[config.mk]
export PLATFORM = sky130hd
export DESIGN_NAME = dice_light_ctrl
export DESIGN_NICKNAME = d
export VERILOG_FILES = /design/src/rtl/dice_light_ctrl.sv
export SDC_FILE = /design/constraint.sdc
export NUM_CORES = 1
export LEC_CHECK = 0
export ABC_AREA = 1
export BUFFER_PORTS_ARGS = -buffer_cell sky130_fd_sc_hd__buf_2
export CELL_PAD_IN_SITES_DETAIL_PLACEMENT = 0
export CELL_PAD_IN_SITES_GLOBAL_PLACEMENT = 2
export CORE_MARGIN = 1
export CORE_UTILIZATION = 28
export CTS_BUF_LIST = sky130_fd_sc_hd__clkbuf_8 sky130_fd_sc_hd__clkbuf_16
export DETAILED_ROUTE_END_ITERATION = 10
export MAX_ROUTING_LAYER = met4
export PLACE_DENSITY = 0.74
export SLEW_MARGIN = 0
export SYNTH_ARGS = -nofsm -noshare
export SYNTH_HDL_FRONTEND = slang
export SYNTH_SLANG_ARGS = --single-unit
[constraint.sdc]
create_clock -name clk -period 1.5 [get_ports clk]
set_input_delay 0 -clock clk [delete_from_list [all_inputs] [get_ports clk]]
set_output_delay 0 -clock clk [all_outputs]
set_load 0.05 [all_outputs]
[src/rtl/dice_light_ctrl.sv]
// ---------------------------------------------------------------------------
// dice_light_ctrl
//
// Sequencer for the shared 3-bit dice / traffic-light display. The lights are
// shown by default; a button press rolls the dice for at least MIN_ROLL
// cycles, the captured face is then shown for HOLD_CYCLES cycles, after
// which the display returns to the lights. force_lights reclaims the display
// from any state.
//
// Optional feature macro: DICE_LIGHT_CTRL_THROW_CHECK_EN
//   defined   : a captured face of 0 or 7 is discarded and a forced re-roll
//               of MIN_ROLL cycles is started.
//   undefined : throw_in is captured unconditionally.
//
// Ports
//   clk          system clock, rising edge
//   rst          synchronous active-high reset
//   btn_in       user roll button (synchronised level)
//   force_lights priority request to show the traffic lights
//   throw_in     current dice value from the dice block
//   sel          display select (0 = dice, 1 = traffic lights)
//   dice_button  roll enable to the dice block
//   busy         high while rolling or showing a result
//   last_throw   most recently captured dice result
//   throw_valid  one-cycle pulse when last_throw updates
// ---------------------------------------------------------------------------
module dice_light_ctrl #(
    parameter int MIN_ROLL    = 3,
    parameter int HOLD_CYCLES = 8,
    parameter int CNT_W       = 8
) (
    input  logic       clk,
    input  logic       rst,
    input  logic       btn_in,
    input  logic       force_lights,
    input  logic [2:0] throw_in,
    output logic       sel,
    output logic       dice_button,
    output logic       busy,
    output logic [2:0] last_throw,
    output logic       throw_valid
);

    localparam logic [CNT_W-1:0] MIN_C  = CNT_W'(MIN_ROLL);
    localparam logic [CNT_W-1:0] HOLD_C = CNT_W'(HOLD_CYCLES);
    localparam logic [CNT_W-1:0] ONE_C  = CNT_W'(1);

    typedef enum logic [1:0] {
        LIGHTS = 2'd0,
        ROLL   = 2'd1,
        SHOW   = 2'd2
    } state_t;

    state_t           state, state_nx;
    logic [CNT_W-1:0] cnt, cnt_nx;
    logic             btn_q;
    logic             armed;
    logic             btn_rise;
    logic             cap_en;
    logic             face_ok;
    logic             sel_nx, dice_nx, busy_nx;

    // btn_q resets to 0, so on its own a button held through reset would look
    // like a fresh edge. 'armed' only opens the edge detector once the button
    // has been seen released after reset.
    assign btn_rise = btn_in & ~btn_q & armed;

`ifdef DICE_LIGHT_CTRL_THROW_CHECK_EN
    assign face_ok = (throw_in != 3'd0) && (throw_in != 3'd7);
`else
    assign face_ok = 1'b1;
`endif

    // -----------------------------------------------------------------------
    // State / counter / output registers
    // -----------------------------------------------------------------------
    always_ff @(posedge clk) begin
        if (rst) begin
            state       <= LIGHTS;
            cnt         <= '0;
            btn_q       <= 1'b0;
            armed       <= 1'b0;
            sel         <= 1'b1;
            dice_button <= 1'b0;
            busy        <= 1'b0;
            last_throw  <= 3'd0;
            throw_valid <= 1'b0;
        end else begin
            state       <= state_nx;
            cnt         <= cnt_nx;
            btn_q       <= btn_in;
            armed       <= armed | ~btn_in;
            sel         <= sel_nx;
            dice_button <= dice_nx;
            busy        <= busy_nx;
            throw_valid <= cap_en;
            if (cap_en)
                last_throw <= throw_in;
        end
    end

    // -----------------------------------------------------------------------
    // Next-state / counter logic
    // -----------------------------------------------------------------------
    always_comb begin
        state_nx = state;
        cnt_nx   = cnt;
        cap_en   = 1'b0;
        if (force_lights) begin
            // Priority reclaim; a same-cycle button edge is dropped.
            state_nx = LIGHTS;
            cnt_nx   = '0;
        end else begin
            case (state)
                LIGHTS: begin
                    cnt_nx = '0;
                    if (btn_rise)
                        state_nx = ROLL;
                end
                ROLL: begin
                    if ((cnt >= MIN_C - ONE_C) && !btn_in) begin
                        state_nx = SHOW;
                        cnt_nx   = '0;
                    end else if (cnt < MIN_C) begin
                        cnt_nx = cnt + ONE_C;
                    end
                end
                SHOW: begin
                    if (btn_rise) begin
                        state_nx = ROLL;
                        cnt_nx   = '0;
                    end else if ((cnt == ONE_C) && !face_ok) begin
                        // Illegal face: discard it and roll again.
                        state_nx = ROLL;
                        cnt_nx   = '0;
                    end else begin
                        // Capture at count 1: the dice have been frozen for a
                        // full cycle, so throw_in is settled.
                        cap_en = (cnt == ONE_C);
                        if (cnt == HOLD_C - ONE_C) begin
                            state_nx = LIGHTS;
                            cnt_nx   = '0;
                        end else begin
                            cnt_nx = cnt + ONE_C;
                        end
                    end
                end
                default: begin
                    state_nx = LIGHTS;
                    cnt_nx   = '0;
                end
            endcase
        end
    end

    // -----------------------------------------------------------------------
    // Moore outputs, decoded from the next state so the registered outputs
    // line up with the state register.
    // -----------------------------------------------------------------------
    always_comb begin
        sel_nx  = 1'b1;
        dice_nx = 1'b0;
        busy_nx = 1'b0;
        case (state_nx)
            ROLL: begin
                sel_nx  = 1'b0;
                dice_nx = 1'b1;
                busy_nx = 1'b1;
            end
            SHOW: begin
                sel_nx  = 1'b0;
                busy_nx = 1'b1;
            end
            default: begin
                sel_nx  = 1'b1;
                dice_nx = 1'b0;
                busy_nx = 1'b0;
            end
        endcase
    end

endmodule
# After elaboration in Yosys (flattened, before gate mapping)
# Cells that the tools add are included.
[totals]
register_bits = 19
elab_cells = 46
inputBits = 7
output_inout_bits = 7
[classes]
n_eq_ne = 7
bitwise = 5
add_sub_neg = 1
n_reduce_logical = 5
magnitude_cmp = 2
muxes = 17
[ops]
columns = ["op", "count"]
rows = [
  ["$mux W8", 4],
  ["$pmux W8 S2", 1],
  ["$mux W2", 5],
  ["$add A8 B1 Y8 const B", 1],
  ["$eq A8 B1 Y1 const B", 1],
  ["$eq A8 B3 Y1 const B", 1],
  ["$ge A8 B2 Y1 const B", 1],
  ["$lt A8 B2 Y1 const B", 1],
  ["$mux W1", 6],
  ["$pmux W2 S3", 1],
  ["$eq A2 B1 Y1 const B", 2],
  ["$eq A2 B2 Y1 const B", 2],
  ["$reduce_or A2 Y1", 2],
  ["$ne A3 B3 Y1 const B", 1],
  ["$and A1 B1 Y1", 2],
  ["$logic_not A2 Y1", 1],
  ["$not A1 Y1", 2],
  ["$logic_and A1 B1 Y1", 1],
  ["$logic_not A1 Y1", 1],
  ["$or A1 B1 Y1", 1],
]

# Logic depth before layout (Yosys ltp)
# Gate-level depths: netlist of the first run.
[logic_depth]
ltp_word = 9
depth_mapped = 13

# Worst setup path after synthesis of the first run
# OpenSTA, ideal clock, no wires.
[synth_timing]
path_type = "register to register"
start = "register cnt[0]"
end = "register sel"
stages_incl_launch_ff = 13
required_time_ns = 1.386
t_arrival_ns = 1.578
slack_ns = -0.191
setup_time_ns = 0.114
cell_sequence = "dfxtp_1 -> inv_1 -> ha_1 -> nor2_1 -> nand2_1 -> o21ai_4 -> nand3_1 -> nand2_1 -> nand2_1 -> inv_1 -> ha_1 -> nor2_1 -> inv_1"
[synth_between]
elab_chain_len = 8
word_cells_on_any_way = 12
classes_between = "1 x order compare; 3 x eq/ne; 6 x mux; 2 x reduce/logical"
[synth_rtl]
columns = ["element", "line_no", "source"]
rows = [
  ["start, declared", "55", "logic [CNT_W-1:0] cnt, cnt_nx;"],
  ["start signal, assigned", "90", "cnt <= cnt_nx;"],
  ["$ge A8 B2 Y1 or $eq A8 B3 Y1 (tied branches)", "121, 140", ""],
  ["$logic_and A1 B1 Y1 or $mux W2 (tied branches)", "121, 140", ""],
  ["$mux W2 (on tied branches)", "121, 129", ""],
  ["$pmux W2 S3 (*)", "114", "case (state)"],
  ["$mux W2 (*)", "109", "if (force_lights) begin"],
  ["via state_nx[0]", "54", "state_t state, state_nx;"],
  ["$eq A2 B2 Y1 or $eq A2 B1 Y1 (tied branches)", "164", "case (state_nx)"],
  ["$reduce_or A2 Y1 (no source line) (*)", "-", ""],
  ["$mux W1 (*)", "164", ""],
  ["via sel_nx", "61", "logic sel_nx, dice_nx, busy_nx;"],
  ["end signal, assigned", "93", "sel <= sel_nx;"],
  ["end, declared", "37", "output logic sel,"],
]
# Mark *: on every way through the listed nets, which the timed path passes. The rest lies on a longest branch.
# A chain may end at the register's enable or synchronous reset.

# Worst setup path in the final report of the first run
# Ends and elaborated chain as after synthesis.

==> parameters.txt, run 1 <==
Parameter                              Value

Setup path
  Critical Path Source Type    register
  Reg-to-reg endpoint    sel$_SDFF_PP1_
  Cell at the slowest stage of the critical path    sky130_fd_sc_hd__dfxtp_4
  Element type at the critical path end    register
  Worst r2r path cells    12
  Category of the critical setup timing path    register to register
  Reg2Reg Launch Point    cnt[0]$_SDFFE_PP0P_
  Endpoint required time on the critical path    between 1.5 and 2 ns
  WP data arrival    1.81 ns
  Category of cells accounting for the largest share of critical-path delay    simple AND/OR/NAND/NOR gates
  Max FO, Critical Path    4
  Buffers and inverters on the worst path    3
  List of cells traversed by the critical path    inv_2 > ha_2 > nor2_2 > nand2_2 > o21ai_4 > nand3_1 > nand2_1 > nand2_2 > inv_2 > ha_4 > nor2_4 > inv_1
  Reg2Reg Setup Slack    -0.14 ns
  Delay of the slowest critical-path stage    0.38 ns

Power
  Leak    0.730 nW
  Share of power burned in the clock network    38.2%
  Power Density    598 mW/mm²
  Fraction of power spent switching nets    between 20% and 30%
  Logic pwr share    8.2%
  Internal cell power    approximately 0.00072 W
  VDD IR-drop max    0.376 mV
  Switching pwr    0.000228 W
  Part of the total power dissipated in sequential elements    53.6%

Placed design
  Final RePlAce weighted congestion    0.823
  Placed cell count    233
  DP Worst Slack    -0.243 ns
  DPL Wire Length    1920 µm
  Input/output buffers    13

STA
  Shortest period the worst path allows    about 1.6 ns
  Achievable Freq    608 MHz
  PnR worst setup slack    -0.144 ns
  Skew final    0.00558 ns
  Total count of max-transition violations in the final report    0
  Final hold vios    0
  Number of failing setup endpoints in the final timing report    10
  Setup repair after global routing missed its margin    true
  Worst-margin pin slew    0.419 ns
  Slew Limit Headroom    71.8%
  Final period utilization    110%
  Tightest hold margin    approximately 0.0086 ns
  Setup TNS Final    -0.564 ns

Final layout
  Final std cells w/o fill    241
  Post-route core utilization    roughly 43%
  Share of final-layout standard cells stronger than drive strength 1    between 40% and 50%
  Number of antenna cells inserted    0
  Final #Nets    209
  Growth of design area from synthesis to finish    45.3%

GRT
  Maximum number of pins on one net before global-route repair    17
  GRT Residual Overflow    0
  Global-route wire length before repair    4290 µm
  Via count of the first global-routing pass    between 1k and 1.5k
  Initial antenna violation count    0
  Aggregate global-route resource usage    13.9%

Min path
  Path category of the worst min-delay check    input port to register
  Min-Delay Endpoint    last_throw[1]$_SDFFE_PP0P_
  Origin of the worst min-delay path    throw_in[1]
  Cell count of the worst hold path    3

Clock tree
  Hold-fix buffer count after cts    0
  Maximum buffer depth of the clock tree    2
  Clock H-tree levels    1
  Number of buffers created by CTS    3
  Clock latency on the worst-skew pair    0.26 ns
  Sink count of the clock tree    19
  Worst-path clk slew    0.08 ns
  Clock tree from TritonCTS    yes
  Clock tree root buffer cell    sky130_fd_sc_hd__clkbuf_8

Drt
  Vias per inst    4.32
  Post-route antenna net violation count    0
  Remaining routing DRC violations    0
  Via Count    1041
  Number of DRC markers in iteration 0    32
  Post-DR wirelength/cell    11.1 µm
  Detailed Route WL    2680 µm
  Number of detailed-routing iterations run before antenna repair    4

Synth
  Fraction of the yosys area taken by sequential cells    34.8%
  #FFs+latches synth    19
  Number of cells produced by synthesis    roughly 160
  Syn nets    171
  Share of Yosys cell area claimed by the top area cell type    34.8%
  YS warnings    0
  Post-Syn Area    roughly 0.0011 mm²
  Leading cell types by total area after synthesis    sky130_fd_sc_hd__dfxtp_1 (35%), sky130_fd_sc_hd__nand2_1 (11%), sky130_fd_sc_hd__ha_1 (9.2%), sky130_fd_sc_hd__inv_1 (8.2%), sky130_fd_sc_hd__nor2_1 (6.5%)
  Distinct cell type count of the synthesized netlist    23
  Largest area contributor in the netlist    sky130_fd_sc_hd__dfxtp_1
  Average instance area after synthesis    between 7 and 8 µm²

Floorplanning
  Chip Width    64.5 µm
  Core Region    0.00372 mm²
  Die outline area    0.00416 mm²
  Ports    14
  Row cnt    22
  Overall die height    64.5 µm
  Starting utilization of the core area    between 20 and 30%

Outcome
  Result of the run    complete, but fails checks
  Violated checks    negative setup slack

Flow run
  Max capacitance violation total    0
sequential cells by signal (all words and copies together) (netlist names):
name and count:
cnt 8, last_throw 3, state 2, armed 1, btn_q 1, busy 1
dice_button 1, sel 1, throw_valid 1
cells in the final DEF, fill, tap and decap left out, drive strengths merged, types with 2 or more instances in the layout:
cell type	instances
nor3	2
dfxtp	19
nand2	41
buf	34
clkbuf	3
inv	25
ha	8
nand3	9
nor2	26
a21oi	12
o21ai	8
a21boi	2
per-stage QoR:
stage,instance area (µm²),power (W)
after CTS,1440,0.000961
after global placement,1340,0.000592
after global routing,1590,0.00100
after floorplan,1100,0.000567
after detailed placement,1340,0.000592
final,1590,0.000950
metal layers:
metal  global-route usage [%]  up-vias  share of wire, %
li1                         -      559                 -
met4                     5.00        0              0.78
met1                     16.4      475                48
met3                     3.17        2               1.9
met2                     23.2        5                50
met5                        -        -                 0
power by group through the flow:
stage                     Clock [W]  Sequential [W]  Combinational [W]
after floorplan                   0        0.000532          0.0000355
after detailed placement          0        0.000524          0.0000678
after CTS                  0.000382        0.000511          0.0000689
after global placement            0        0.000524          0.0000682
final                      0.000363        0.000509          0.0000783
after global routing       0.000406        0.000510          0.0000878
timing repair:
item,4_1_cts,5_1_grt
pin swaps,1,18
buffers inserted,1,3
endpoints found under the hold margin,0,0
setup endpoints to repair,11,14
gates cloned,0,1
gates resized for setup,9,40
synth_stat cells:
cell type and number:
sky130_fd_sc_hd__a21boi_0 2, sky130_fd_sc_hd__a21oi_1 12, sky130_fd_sc_hd__buf_6 1, sky130_fd_sc_hd__clkbuf_1 1, sky130_fd_sc_hd__dfxtp_1 19, sky130_fd_sc_hd__ha_1 8
sky130_fd_sc_hd__inv_1 24, sky130_fd_sc_hd__inv_2 1, sky130_fd_sc_hd__nand2_1 33, sky130_fd_sc_hd__nand2_2 5, sky130_fd_sc_hd__nand2_4 2, sky130_fd_sc_hd__nand3_1 9
sky130_fd_sc_hd__nand4_1 1, sky130_fd_sc_hd__nor2_1 19, sky130_fd_sc_hd__nor2_2 6, sky130_fd_sc_hd__nor2_4 1, sky130_fd_sc_hd__nor3_1 1, sky130_fd_sc_hd__nor3_2 1
sky130_fd_sc_hd__nor4_1 1, sky130_fd_sc_hd__o21ai_0 4, sky130_fd_sc_hd__o21ai_1 3, sky130_fd_sc_hd__o21ai_4 1, sky130_fd_sc_hd__o21bai_1 1
kinds of logic (layout without fill, tap and decap cells):
family	Yosys count	after routing	synth area share, %
fa+ha+maj	8	8	9.15
flops	19	19	34.8
buf+inv	27	63	9.95
simple gates	79	80	33.9
compound gates	23	23	12.2
how the worst max path moves through the flow:
stage / startpoint / end / cells past startpoint
finish: cnt[0]$_SDFFE_PP0P_ / sel$_SDFF_PP1_ / 12
global route: cnt[0]$_SDFFE_PP0P_ / sel$_SDFF_PP1_ / 13
CTS: cnt[0]$_SDFFE_PP0P_ / sel$_SDFF_PP1_ / 13
detailed placement: cnt[1]$_SDFFE_PP0P_ / sel$_SDFF_PP1_ / 13
global placement: cnt[1]$_SDFFE_PP0P_ / sel$_SDFF_PP1_ / 13
floorplan: cnt[0]$_SDFFE_PP0P_ / sel$_SDFF_PP1_ / 12
layout make-up:
| cell class | count | area, µm² |
|---|---|---|
| Clock buffer | 3 | 41.3 |
| Clock inverter | 1 | 5.00 |
| Fill cell | 396 | 2130 |
| Inverter | 25 | 93.8 |
| Multi-Input combinational cell | 111 | 772 |
| Sequential cell | 19 | 390 |
| Tap cell | 48 | 60.1 |
| Timing Repair Buffer | 34 | 226 |
tightest hold or removal path, cell delays in order:
cell and delay (ns):
sky130_fd_sc_hd__buf_2 0.07, sky130_fd_sc_hd__o21ai_1 0.06, sky130_fd_sc_hd__a21oi_1 0.10
Note: power is estimated with default switching activity, not from simulation.
==> run 2: changes to the inputs <==
Settings changed: ABC_CLOCK_PERIOD_IN_PS from default to 1500, CORE_ASPECT_RATIO from default to 1.75, RECOVER_POWER from default to 50.
==> parameters.txt, run 2 (same netlist as run 1, synthesis figures left out) <==
Parameter                              Value

Floorplanning
  Overall die height    84.7 µm
  Ports    14
  Die outline area    0.00417 mm²
  Starting utilization of the core area    roughly 30%
  Core Region    0.00366 mm²
  Row cnt    29
  Chip Width    49.2 µm

Drt
  Sum of met2 wire segment lengths after detailed routing    1710 µm
  Number of detailed-routing iterations run before antenna repair    4
  Post-route antenna net violation count    0
  Detailed Route WL    2960 µm
  Detail Route met3 WL    70 µm
  Wire length on met1    1140 µm
  Remaining routing DRC violations    0
  Number of DRC markers in iteration 0    11
  Via Count    about 1.1k
  Vias per inst    4.53
  Post-DR wirelength/cell    11.9 µm
  Top routing layer used    met4

GRT
  Via count of the first global-routing pass    1149
  Initial antenna violation count    0
  Global-route wire length before repair    just under 5000 µm
  Maximum number of pins on one net before global-route repair    11
  GRT Residual Overflow    0
  Aggregate global-route resource usage    around 16%

Placed design
  Final RePlAce weighted congestion    between 0.8 and 0.9
  Input/output buffers    13
  DPL Wire Length    2110 µm

STA
  Tightest hold margin    around 0.013 ns
  Shortest period the worst path allows    1.71 ns
  Achievable Freq    586 MHz
  Number of failing setup endpoints in the final timing report    12
  Total count of max-transition violations in the final report    0
  Skew final    0.00541 ns
  Final hold vios    0
  Final period utilization    114%
  PnR worst setup slack    -0.206 ns
  Worst-margin pin slew    0.595 ns
  Slew Limit Headroom    a little over 60%
  Setup repair after global routing missed its margin    true
  Setup TNS Final    -1.24 ns

Setup path
  Endpoint required time on the critical path    1.66 ns
  Critical Path Source Type    register
  Element type at the critical path end    register
  WP data arrival    1.86 ns
  Max FO, Critical Path    4
  Category of the critical setup timing path    register to register

Final layout
  Flip-flop count of the largest register, all copies and words added    8
  Storage element area    ~390 µm²
  Leading cell type in the layout, fill and taps excluded    sky130_fd_sc_hd__nand2_1
  Highest-count cells in the layout ignoring fill and taps    sky130_fd_sc_hd__nand2_1 (26), sky130_fd_sc_hd__buf_4 (25), sky130_fd_sc_hd__inv_1 (21)
  Layout fillers    399
  Number of antenna cells inserted    0
  Area used by multi-input combinational logic    748 µm²
  Largest registers    cnt (8), last_throw (3), state (2)
  Final #Nets    between 200 and 250
  Share of final-layout standard cells stronger than drive strength 1    a little over 40%
  Post-route core utilization    44.6%
  Growth of design area from synthesis to finish    49.4%
  Largest register by flop count    cnt

Power
  Post-layout total power    0.000952 W
  Power Density    between 500 and 600 mW/mm²
  Leak    around 0.73 nW
  VDD IR-drop max    approximately 0.32 mV

Clock tree
  Sink count of the clock tree    19
  Clock H-tree levels    1
  Clock latency on the worst-skew pair    0.26 ns
  Clock tree root buffer cell    sky130_fd_sc_hd__clkbuf_8
  Hold-fix buffer count after cts    0
  Maximum buffer depth of the clock tree    2
  Number of buffers created by CTS    3
  Clock tree from TritonCTS    yes
  Worst-path clk slew    0.08 ns

Min path
  Path category of the worst min-delay check    input port to register

Flow run
  Max capacitance violation total    0

Outcome
  Violated checks    negative setup slack
  Result of the run    complete, but fails checks
run 2: stage by stage:
step | area [µm²] | setup WS (ns) | std cells
final | 1630 | -0.206 | 248
after floorplan | 1100 | -0.121 | 156
after global placement | 1380 | -0.219 | 236
after global routing | 1630 | -0.286 | 248
after detailed placement | 1380 | -0.245 | 236
after CTS | 1590 | -0.162 | 244
run 2: final timing paths:
| check | startpoint | end | slack [ns] | cells past startpoint |
|---|---|---|---|---|
| max | cnt[0]$_SDFFE_PP0P_ | sel$_SDFF_PP1_ | -0.21 | 11 |
| max reg2reg | cnt[0]$_SDFFE_PP0P_ | sel$_SDFF_PP1_ | -0.21 | 11 |
| min reg2reg | last_throw[2]$_SDFFE_PP0P_ | last_throw[2]$_SDFFE_PP0P_ | 0.45 | 2 |
| min | throw_in[2] | last_throw[2]$_SDFFE_PP0P_ | 0.01 | 3 |
run 2: critical path: stages, from the launching register on:
cell                      delay, ns
sky130_fd_sc_hd__dfxtp_4       0.37
sky130_fd_sc_hd__buf_4         0.14
sky130_fd_sc_hd__inv_4         0.06
sky130_fd_sc_hd__ha_4          0.14
sky130_fd_sc_hd__nor2_4        0.03
sky130_fd_sc_hd__nand2_2       0.06
sky130_fd_sc_hd__o21ai_4       0.06
sky130_fd_sc_hd__o21ai_0       0.17
sky130_fd_sc_hd__nand3_1       0.17
sky130_fd_sc_hd__ha_4          0.29
sky130_fd_sc_hd__nor2_4        0.07
sky130_fd_sc_hd__inv_1         0.04
run 2: timing repair:
item,CTS,global route
pin swaps,12,15
gates cloned,1,0
setup endpoints to repair,11,15
resized for setup,31,13
setup buffers,3,5
run 2: area by class of cell:
| type | instances | area share [%] |
|---|---|---|
| clock inverter | 1 | 0.230 |
| inverter | 25 | 6.05 |
| sequential | 19 | 23.7 |
| tap | 46 | 3.52 |
| multi-input combinational | 111 | 45.8 |
| clock buffer | 3 | 2.53 |
| timing repair buffer | 43 | 18.1 |
run 2: metal layers:
layer	up-vias	global-route usage [%]
li1	581	-
met1	522	15.6
met2	16	30.0
met3	4	1.63
met4	0	6.68
met5	-	-
run 2: power breakdown:
part / internal [W] / leakage (nW) / switching [W] / total, W
sequential: 0.000506 / 0.155 / 0.00000265 / 0.000509
clock: 0.000182 / 0.0269 / 0.000180 / 0.000362
combinational: 0.0000310 / 0.550 / 0.0000497 / 0.0000807
total: 0.000720 / 0.732 / 0.000232 / 0.000952
==> run 3: changes to the inputs <==
Settings changed: CAP_MARGIN from default to 20, HOLD_SLACK_MARGIN from default to 0.03.
==> parameters.txt, run 3 (same netlist as run 1, synthesis figures left out) <==
Parameter                              Value

Power
  Post-layout total power    roughly 0.00096 W
  Power Density    between 500 and 600 mW/mm²
  VDD IR-drop max    0.324 mV
  Leak    0.749 nW

Placed design
  Final RePlAce weighted congestion    0.883
  Input/output buffers    13
  DP Worst Slack    -0.245 ns
  DPL Wire Length    2110 µm
  Cell Area, Placed    0.00138 mm²

STA
  Final period utilization    113%
  Final hold vios    0
  Number of failing setup endpoints in the final timing report    12
  Setup repair after global routing missed its margin    true
  Achievable Freq    590 MHz
  Worst-margin pin slew    0.595 ns
  Slew Limit Headroom    60.5%
  Skew final    0.00460 ns
  Total count of max-transition violations in the final report    0
  Shortest period the worst path allows    ~1.7 ns
  Tightest hold margin    approximately 0.02 ns
  PnR worst setup slack    -0.195 ns

Setup path
  Element type at the critical path end    register
  List of cells traversed by the critical path    buf_4 > inv_4 > ha_4 > nor2_4 > nand2_2 > o21ai_4 > o21ai_0 > nand3_1 > ha_4 > nor2_4 > inv_1
  Reg2Reg Setup Slack    -0.20 ns
  WP data arrival    1.85 ns
  Category of cells accounting for the largest share of critical-path delay    adder cells
  Buffers and inverters on the worst path    3
  Max FO, Critical Path    4
  Endpoint required time on the critical path    1.66 ns
  Cell at the slowest stage of the critical path    sky130_fd_sc_hd__dfxtp_4
  Delay of the slowest critical-path stage    0.37 ns
  Critical Path Source Type    register
  Category of the critical setup timing path    register to register

Final layout
  Final instance area    0.00168 mm²
  Growth of design area from synthesis to finish    53.3%
  Largest registers    cnt (8), last_throw (3), state (2)
  Largest register by flop count    cnt
  Highest-count cells in the layout ignoring fill and taps    sky130_fd_sc_hd__nand2_1 (26), sky130_fd_sc_hd__buf_4 (26), sky130_fd_sc_hd__inv_1 (21)
  Share of final-layout standard cells stronger than drive strength 1    40.3%
  Storage element area    388 µm²
  Area used by multi-input combinational logic    ~750 µm²
  Final #Nets    222
  Number of antenna cells inserted    0
  Flip-flop count of the largest register, all copies and words added    8
  Layout fillers    394

Clock tree
  Clock latency on the worst-skew pair    0.26 ns
  Sink count of the clock tree    19
  Worst-path clk slew    0.08 ns
  Number of buffers created by CTS    3
  Clock tree from TritonCTS    yes
  Maximum buffer depth of the clock tree    2
  Clock H-tree levels    1
  Clock tree root buffer cell    sky130_fd_sc_hd__clkbuf_8

Outcome
  Result of the run    complete, but fails checks
  Violated checks    negative setup slack

Floorplanning
  Core Region    about 0.0037 mm²
  Chip Width    49.2 µm
  Row cnt    29
  Overall die height    about 85 µm
  Ports    14
  Die outline area    0.00417 mm²
  Starting utilization of the core area    about 30%

Drt
  Post-route antenna net violation count    0
  Vias per inst    about 4.5
  Via Count    1136
  Detailed Route WL    around 3000 µm
  Number of DRC markers in iteration 0    7
  Number of detailed-routing iterations run before antenna repair    4
  Post-DR wirelength/cell    11.9 µm
  Remaining routing DRC violations    0

GRT
  Maximum number of pins on one net before global-route repair    11
  Via count of the first global-routing pass    around 1.2k
  Global-route wire length before repair    4940 µm
  GRT Residual Overflow    0
  Aggregate global-route resource usage    15.9%
  Initial antenna violation count    0

Min path
  Path category of the worst min-delay check    input port to register

Flow run
  Max capacitance violation total    0
run 3: cell types whose count changed in the layout (fill, tap and decap cells not counted):
| cell | delta |
|---|---|
| sky130_fd_sc_hd__dlygate4sd3_1 | +4 |
| sky130_fd_sc_hd__buf_4 | +1 |
| sky130_fd_sc_hd__buf_2 | -1 |
run 3: worst paths after layout:
path / from / to / cells after the start
min reg2reg: last_throw[2]$_SDFFE_PP0P_ / last_throw[2]$_SDFFE_PP0P_ / 2
max: cnt[0]$_SDFFE_PP0P_ / sel$_SDFF_PP1_ / 11
min: throw_in[1] / last_throw[1]$_SDFFE_PP0P_ / 3
max reg2reg: cnt[0]$_SDFFE_PP0P_ / sel$_SDFF_PP1_ / 11
run 3: report_power, final:
| part | total [W] | internal, W | switching (W) |
|---|---|---|---|
| sequential | 0.000509 | 0.000507 | 0.00000262 |
| clock | 0.000361 | 0.000182 | 0.000179 |
| combinational | 0.0000901 | 0.0000390 | 0.0000512 |
| total | 0.000960 | 0.000728 | 0.000232 |
run 3: final cells by class:
class,instances,area share (%)
clock buffers,3,2.46
flip-flops and latches,19,23.1
multi-input cells,111,44.6
repair buffers,47,20.2
inverters,25,5.90
well taps,46,3.43
clock inverters,1,0.224
run 3: per-layer routing:
layer	GRT usage (%)	vias up	routed length, µm
met4	6.68	0	38
li1	-	589	-
met2	30.6	19	1730
met3	1.63	4	73
met1	15.5	524	1150
met5	-	-	0
run 3: worst register-to-register path, cell delays in order, from the launching register on:
cell	delay [ns]
sky130_fd_sc_hd__dfxtp_4	0.37
sky130_fd_sc_hd__buf_4	0.14
sky130_fd_sc_hd__inv_4	0.06
sky130_fd_sc_hd__ha_4	0.14
sky130_fd_sc_hd__nor2_4	0.03
sky130_fd_sc_hd__nand2_2	0.06
sky130_fd_sc_hd__o21ai_4	0.06
sky130_fd_sc_hd__o21ai_0	0.16
sky130_fd_sc_hd__nand3_1	0.17
sky130_fd_sc_hd__ha_4	0.29
sky130_fd_sc_hd__nor2_4	0.07
sky130_fd_sc_hd__inv_1	0.04
run 3: through the flow:
step                      utilization, %  TNS [ns]  std cells
after floorplan                        -    -0.161        156
after CTS                           44.4    -0.838        248
after global routing                45.7     -2.39        252
after detailed placement            37.6    -0.576        236
after global placement              37.6    -0.432        236
final                               45.7     -1.20        252
run 3: what timing repair did:
item | 4_1_cts | 5_1_grt
gates resized for setup | 31 | 13
pin swaps | 12 | 15
hold endpoints to repair | 4 | 0
endpoints found under the setup margin | 11 | 15
hold buffers | 4 | 0
cloned | 1 | 0
buffers inserted | 3 | 5
